--- config.mk ---
export PLATFORM = sky130hd
export DESIGN_NAME = bmem_line_arbiter
export DESIGN_NICKNAME = d
export VERILOG_FILES = /design/src/rtl/bmem_line_arbiter.sv
export SDC_FILE = /design/constraint.sdc
export NUM_CORES = 2
export LEC_CHECK = 0
export BUFFER_PORTS_ARGS = -buffer_cell sky130_fd_sc_hd__buf_4
export CAP_MARGIN = 40
export CELL_PAD_IN_SITES_DETAIL_PLACEMENT = 1
export CELL_PAD_IN_SITES_GLOBAL_PLACEMENT = 1
export CORE_AREA = 10 10 396 398
export CTS_CLUSTER_DIAMETER = 150
export DETAILED_ROUTE_END_ITERATION = 6
export DIE_AREA = 0 0 406 408
export PLACE_DENSITY = 0.65
export SETUP_SLACK_MARGIN = 0.05
export SLEW_MARGIN = 40
export SYNTH_ARGS = -nofsm -noshare
export SYNTH_HDL_FRONTEND = slang
export SYNTH_SLANG_ARGS = --single-unit
--- constraint.sdc ---
create_clock -name clk -period 7.9 [get_ports clk]
set_input_delay 2.37 -clock clk [delete_from_list [all_inputs] [get_ports clk]]
set_output_delay 2.37 -clock clk [all_outputs]
set_load 0.03 [all_outputs]
--- src/rtl/bmem_line_arbiter.sv ---
`default_nettype none
// ============================================================================
// bmem_line_arbiter : round-robin I/D L2 line arbiter onto a 64-bit burst bmem
// Revision: 1.0 - initial release
// ============================================================================
module bmem_line_arbiter #(
  parameter int LINE_WIDTH = 256,
  parameter int BEAT_WIDTH = 64
) (
  input  logic                  clk,
  input  logic                  rst,
  input  logic [31:0]           i_addr,
  input  logic                  i_read,
  output logic [LINE_WIDTH-1:0] i_rdata,
  output logic                  i_resp,
  input  logic [31:0]           d_addr,
  input  logic                  d_read,
  input  logic                  d_write,
  input  logic [LINE_WIDTH-1:0] d_wdata,
  output logic [LINE_WIDTH-1:0] d_rdata,
  output logic                  d_resp,
  output logic [31:0]           bmem_address,
  output logic                  bmem_read,
  output logic                  bmem_write,
  output logic [BEAT_WIDTH-1:0] bmem_wdata,
  input  logic [BEAT_WIDTH-1:0] bmem_rdata,
  input  logic                  bmem_resp,
  output logic [31:0]           busy_cycles
);

  localparam int BURST_LEN = LINE_WIDTH / BEAT_WIDTH;
  localparam int CNT_W     = (BURST_LEN > 1) ? $clog2(BURST_LEN) : 1;
  localparam logic [CNT_W-1:0] LAST_BEAT = CNT_W'(BURST_LEN - 1);

  typedef enum logic [2:0] {
    IDLE     = 3'd0,
    RD_CMD   = 3'd1,
    RD_BEATS = 3'd2,
    WR_BEATS = 3'd3,
    WR_WAIT  = 3'd4,
    DONE     = 3'd5
  } state_t;

  state_t                state_q, state_d;
  logic                  last_d_q, last_d_d;
  logic                  gnt_d_q, gnt_d_d;
  logic [31:0]           addr_q, addr_d;
  logic [CNT_W-1:0]      beat_q, beat_d;
  logic [LINE_WIDTH-1:0] line_q, line_d;
  logic [LINE_WIDTH-1:0] i_line_q, i_line_d;
  logic [LINE_WIDTH-1:0] d_line_q, d_line_d;
  logic [31:0]           busy_q, busy_d;

  logic i_pend, d_pend, pick_d;

  assign i_pend = i_read;
  assign d_pend = d_read | d_write;
  // On a tie, D wins unless D was the most recent grant.
  assign pick_d = d_pend & (~i_pend | ~last_d_q);

  always_ff @(posedge clk or negedge rst) begin
    if (!rst) begin
      state_q  <= IDLE;
      last_d_q <= 1'b0;
      gnt_d_q  <= 1'b0;
      addr_q   <= '0;
      beat_q   <= '0;
      line_q   <= '0;
      i_line_q <= '0;
      d_line_q <= '0;
      busy_q   <= '0;
    end else begin
      state_q  <= state_d;
      last_d_q <= last_d_d;
      gnt_d_q  <= gnt_d_d;
      addr_q   <= addr_d;
      beat_q   <= beat_d;
      line_q   <= line_d;
      i_line_q <= i_line_d;
      d_line_q <= d_line_d;
      busy_q   <= busy_d;
    end
  end

  always_comb begin
    state_d  = state_q;
    last_d_d = last_d_q;
    gnt_d_d  = gnt_d_q;
    addr_d   = addr_q;
    beat_d   = beat_q;
    line_d   = line_q;
    i_line_d = i_line_q;
    d_line_d = d_line_q;
    busy_d   = (state_q != IDLE) ? busy_q + 32'd1 : busy_q;

    unique case (state_q)
      IDLE: begin
        if (i_pend || d_pend) begin
          gnt_d_d  = pick_d;
          last_d_d = pick_d;
          addr_d   = (pick_d ? d_addr : i_addr) & ~32'h0000_001F;
          beat_d   = '0;
          // A simultaneous read+write from D is taken as a write.
          state_d  = (pick_d && d_write) ? WR_BEATS : RD_CMD;
        end
      end
      RD_CMD: state_d = RD_BEATS;
      RD_BEATS: begin
        if (bmem_resp) begin
          line_d[beat_q*BEAT_WIDTH +: BEAT_WIDTH] = bmem_rdata;
          beat_d = beat_q + CNT_W'(1);
          if (beat_q == LAST_BEAT) begin
            state_d = DONE;
            // Publish the finished line so rdata only changes on completion.
            if (gnt_d_q) d_line_d = line_d;
            else         i_line_d = line_d;
          end
        end
      end
      WR_BEATS: begin
        beat_d = beat_q + CNT_W'(1);
        if (beat_q == LAST_BEAT) state_d = WR_WAIT;
      end
      WR_WAIT: begin
        if (bmem_resp) state_d = DONE;
      end
      DONE: state_d = IDLE;
      default: state_d = IDLE;
    endcase
  end

  assign bmem_address = addr_q;
  assign bmem_read    = (state_q == RD_CMD);
  assign bmem_write   = (state_q == WR_BEATS);
  assign bmem_wdata   = bmem_write ? d_wdata[beat_q*BEAT_WIDTH +: BEAT_WIDTH] : '0;
  assign i_resp       = (state_q == DONE) & ~gnt_d_q;
  assign d_resp       = (state_q == DONE) &  gnt_d_q;
  assign i_rdata      = i_line_q;
  assign d_rdata      = d_line_q;
  assign busy_cycles  = busy_q;

endmodule
`default_nettype wire

Yosys cells after proc, flatten, opt, wreduce, memory -nomap -nowiden
Cells that the tools add are included.
{"block": "totals", "register_bits": 833, "latch_bits": 0, "mem_bits_rw": 0, "mem_bits_ro": 0, "output_inout_bits": 644, "elab_cells": 56, "memories": 0}
{"block": "op_classes", "n_addsub": 3, "mul": 0, "n_div": 0, "magnitude_cmp": 0, "eq_ne": 11, "n_shift": 3, "mux": 13, "bitwise_logic": 7, "n_reduce_logical": 11}
{"operator": "bitwise mux 256 bit", "count": 1}
{"operator": "variable shift 64 x 34 -> 256 bit, first input constant", "count": 1}
{"operator": "variable part select 256 x 9 -> 64 bit", "count": 1}
{"operator": "variable part select 64 x 34 -> 256 bit", "count": 1}
{"operator": "2-to-1 mux 64 bit", "count": 1}
{"operator": "negation 8 -> 34 bit", "count": 1}
{"operator": "adder 32 x 1 -> 32 bit, second input constant", "count": 1}
{"operator": "2-to-1 mux 32 bit", "count": 1}
{"operator": "2-to-1 mux 3 bit", "count": 5}
{"operator": "case mux 3 bit (5 select lines)", "count": 1}
{"operator": "!= test 2 bit, second input constant", "count": 4}
{"operator": "AND reduction 4 bit", "count": 2}
{"operator": "== test 3 x 2 -> 1 bit, second input constant", "count": 2}
{"operator": "== test 3 bit, second input constant", "count": 2}
{"operator": "2-to-1 mux 2 bit", "count": 3}
{"operator": "case mux 2 bit (3 select lines)", "count": 1}
{"operator": "nonzero test 3 bit", "count": 2}
{"operator": "AND reduction 5 bit", "count": 1}
{"operator": "AND reduction 2 bit", "count": 2}
{"operator": "bitwise AND 1 bit", "count": 3}
{"operator": "== test 3 x 1 -> 1 bit, second input constant", "count": 1}
{"operator": "logical NOT 3 bit", "count": 1}
{"operator": "AND reduction 3 bit", "count": 1}
{"operator": "adder 2 x 1 -> 2 bit, second input constant", "count": 1}
{"operator": "6 further kinds", "count": 8}

Depth between registers and ports, before layout
{"block": "logic_depth", "ltp_word": 7, "ltp_mapped": 10, "depth_no_buf": 6}

Worst setup path after synthesis
Ideal clock, no wire load.
{"block": "synth_path", "path_kind": "input to output", "from": "input port d_wdata[192]", "to": "output port bmem_wdata[0]", "t_arrival_ns": 3.093, "required_time_ns": 5.530, "slack_ns": 2.437, "path_stages": 2, "path_cell_list": "mux4_2 > and3_1"}
{"block": "synth_via", "elab_chain_len": 2}
{"item": "start, declared", "line_no": "19", "text": "input logic [LINE_WIDTH-1:0] d_wdata,"}
{"item": "variable part select 256 x 9 -> 64 bit", "line_no": "135", "text": "assign bmem_wdata = bmem_write ? d_wdata[beat_q*BEAT_WIDTH +: BEAT_WIDTH] : '0;"}
{"item": "2-to-1 mux 64 bit", "line_no": "135"}
{"item": "end, declared", "line_no": "25", "text": "output logic [BEAT_WIDTH-1:0] bmem_wdata,"}
No other way between the ends.

Final worst setup path
{"block": "layout_path", "from": "input port d_wdata[75]", "to": "output port bmem_wdata[11]"}
The elaborated chain is that of the path after synthesis.

==> metrics.txt <==
row count 142; total die area 166,000 um^2; Yosys Warn Count 0; pwr/cell area 432 nW/um^2; area of the core 149,000 um^2; worst slew pin tran 0.814 ns; Post-Layout Cell Count 6,204; Setup Skew 0.0268 ns; largest net degree at the start of global routing 199; Post-Place Cell Area 44,700 um^2; static leakage 0.0231 uW; postcts setup bufs 0; arrival time worst endpoint about 3.5 ns; PortBufs 1,018; post-route ant nets 0; GPL Wtd Cong 0.929; Setup crit end kind primary output; Die W roughly 410 um; CTS Sinks ~830; Layout Area Growth over Synthesis 36.5%; first-pass GRT wire length 256 mm; Synth Cell Area 35,300 um^2; CTS resizes 0; Placed Cells 6,001; post-route minimum period 5.83 ns; GRT Util Overall 0.215; initial core utilization 0.237; post-route cell area a little under 50,000 um^2; initial antenna violation count 30; Synth Area in Simple Gates 0.131; final hold violation count 0; clock-pin slew on the worst setup and hold paths 0.06 ns; mux share of post-synthesis cell area 0.0488; Pre-antenna DRT Iters 7; XOR/XNOR Fraction of Synth Area 0.00770; DP Worst Slack 2.07 ns; Synth async-reset ratio 1.00; Nets roughly 4,600; fin crit share 0.738; Mean Syn Cell Area 10.6 um^2; Vias/cell between 4 and 5; post-synthesis register bit count 833; clock latency on the worst-skew pair 0.72 ns; maxcap violations 0; Setup-failing EPs final 0; maximum clock path buffer count 3; largest family of logic cells by synthesized area compound AO/OA/AOI/OAI gates; CP Launch Type input pin; Post-synth EDFFs 0; Synth Flop Type dfrtp_1; Clock Tree Root clkbuf_16; total number of vias 29,900; DRT iter0 DRCs between 1,500 and 2,000; gr ovfl total 0; total wire length roughly 180 mm; RSZ-0062 raised after global routing false; height of the die 408 um; worst path required time about 5.5 ns; Min Hold Slack 0.479 ns; vias in the first global route 31,400; Ports between 1,000 and 1,500; setup ws final 2.07 ns; status finished clean; Mapped Cells 3,329; DP Wirelength 137 mm; Setup CP Type in -> out; CTS tree done; Adder-Cell Fraction of Synth Area 0.00248; Hold Path Class reg -> reg; TritonCTS Buffers 99; Seq/Total Area, Yosys 0.591; CP Max Fanout 1; Max Slew Vio Count 0; drt drc 0; Post-CTS Hold Buffers 0; setup TNS 0 ns; compound-cell area share of the yosys netlist 0.179; fraction of layout cells with a size suffix above 1 0.309; H-tree levels 3; Relative slew margins 0.457; post-DR wirelength/cell 29.8 um; fmax between 150 and 200 MHz; Worst VDD drop 0.000216 V; Yosys cell types 47
[stage by stage]
| step | total power [uW] | util |
|---|---|---|
| floorplan | 11900 | - |
| global placement | 16100 | 0.299 |
| global route | 21900 | 0.323 |
| detailed placement | 16300 | 0.300 |
| finish | 20800 | 0.323 |
| CTS | 21000 | 0.322 |
[critical path, cell delays in order]
cell and delay [ns]:
buf_4 0.14, mux4_2 0.45, and3_1 0.28, buf_4 0.21
[layout by cell type (no fill, tap or decap), drive strengths merged, types with 2 or more instances in the layout]
| master | count |
|---|---|
| nand3 | 10 |
| nand3b | 2 |
| and4bb | 2 |
| nor4 | 3 |
| xnor2 | 13 |
| and4b | 2 |
| nand2b | 2 |
| inv | 16 |
| mux4 | 64 |
| nor3b | 2 |
| bufinv | 5 |
| and3 | 66 |
| a22o | 258 |
| and2 | 7 |
| nor2b | 259 |
| and4 | 4 |
| nor2 | 37 |
| a21oi | 284 |
| nor4bb | 2 |
| conb | 5 |
| o21ai | 515 |
| mux2i | 28 |
| nand4 | 5 |
| clkbuf | 151 |
| nor3 | 16 |
| clkinv | 16 |
| nand2 | 536 |
| buf | 1065 |
| diode | 16 |
| ha | 7 |
| dfrtp | 833 |
| or4 | 2 |
| xor2 | 18 |
[path summary, 6_finish.rpt]
path,end,slack [ns],depth (start not counted),from
worst max register to register,line_q[193],3.48,9,beat_q[0]
worst min register to register,d_rdata[107],0.48,2,d_rdata[107]
worst min-delay path,d_rdata[107],0.48,2,d_rdata[107]
min in group asynchronous,d_rdata[175],1.59,1,rst
max in group asynchronous,line_q[217],4.71,4,rst
worst max-delay path,bmem_wdata[11],2.07,4,d_wdata[75]
[per-layer routing]
| metal | global-route usage | up-vias | wire, um |
|---|---|---|---|
| li1 | - | 13200 | - |
| met1 | 0.285 | 15600 | 81000 |
| met2 | 0.338 | 914 | 84800 |
| met3 | 0.0728 | 163 | 15100 |
| met4 | 0.0473 | 14 | 3660 |
| met5 | 0 | - | 90 |
[sequential cells by signal (all words and copies together) (netlist names)]
register and count:
bmem_address 27, busy_cycles 32, gnt_d_q 1, i_rdata 256
beat_q 2, line_q 256, d_rdata 256, state_q 3
[cell families (layout without fill, tap and decap cells)]
logic type | count (synthesis) | after routing
compound gates | 1063 | 1063
xor+xnor | 31 | 31
fa+ha+maj | 7 | 7
buf+inv | 343 | 1254
flops | 833 | 833
mux | 92 | 92
other cells | 1 | 21
simple gates | 959 | 959
[cells in the mapped netlist (7+ instances only)]
cell type	instances	area, um^2
a21oi_1	284	1420
a22o_1	258	2260
and2_1	7	43.8
and3_1	66	413
buf_1	23	86.3
buf_2	78	390
buf_4	8	60.1
clkbuf_1	225	845
dfrtp_1	833	20800
ha_1	7	87.6
inv_1	9	33.8
mux2i_1	28	280
mux4_2	64	1440
nand2_1	536	2010
nand3_1	9	45.0
nor2_1	36	135
nor2b_1	259	1620
nor3_1	16	80.1
o21ai_0	493	2470
o21ai_1	22	110
xnor2_1	13	114
xor2_1	18	158
[power by group]
group	switching [uW]	internal, uW	leakage [uW]
sequential	975	5810	0.0114
clock	1940	2680	0.00159
combinational	6150	3230	0.0100
[area by class of cell]
class	count	area [um^2]
Clock buffer	151	2870
Fill cell	16800	101000
Antenna cell	16	40.0
Clock inverter	29	358
Multi-Input combinational cell	2157	13200
Tap cell	1944	2430
Sequential cell	833	20900
Timing Repair Buffer	1065	8350
Inverter	9	33.8
Note: power is estimated with default switching activity, not from simulation.
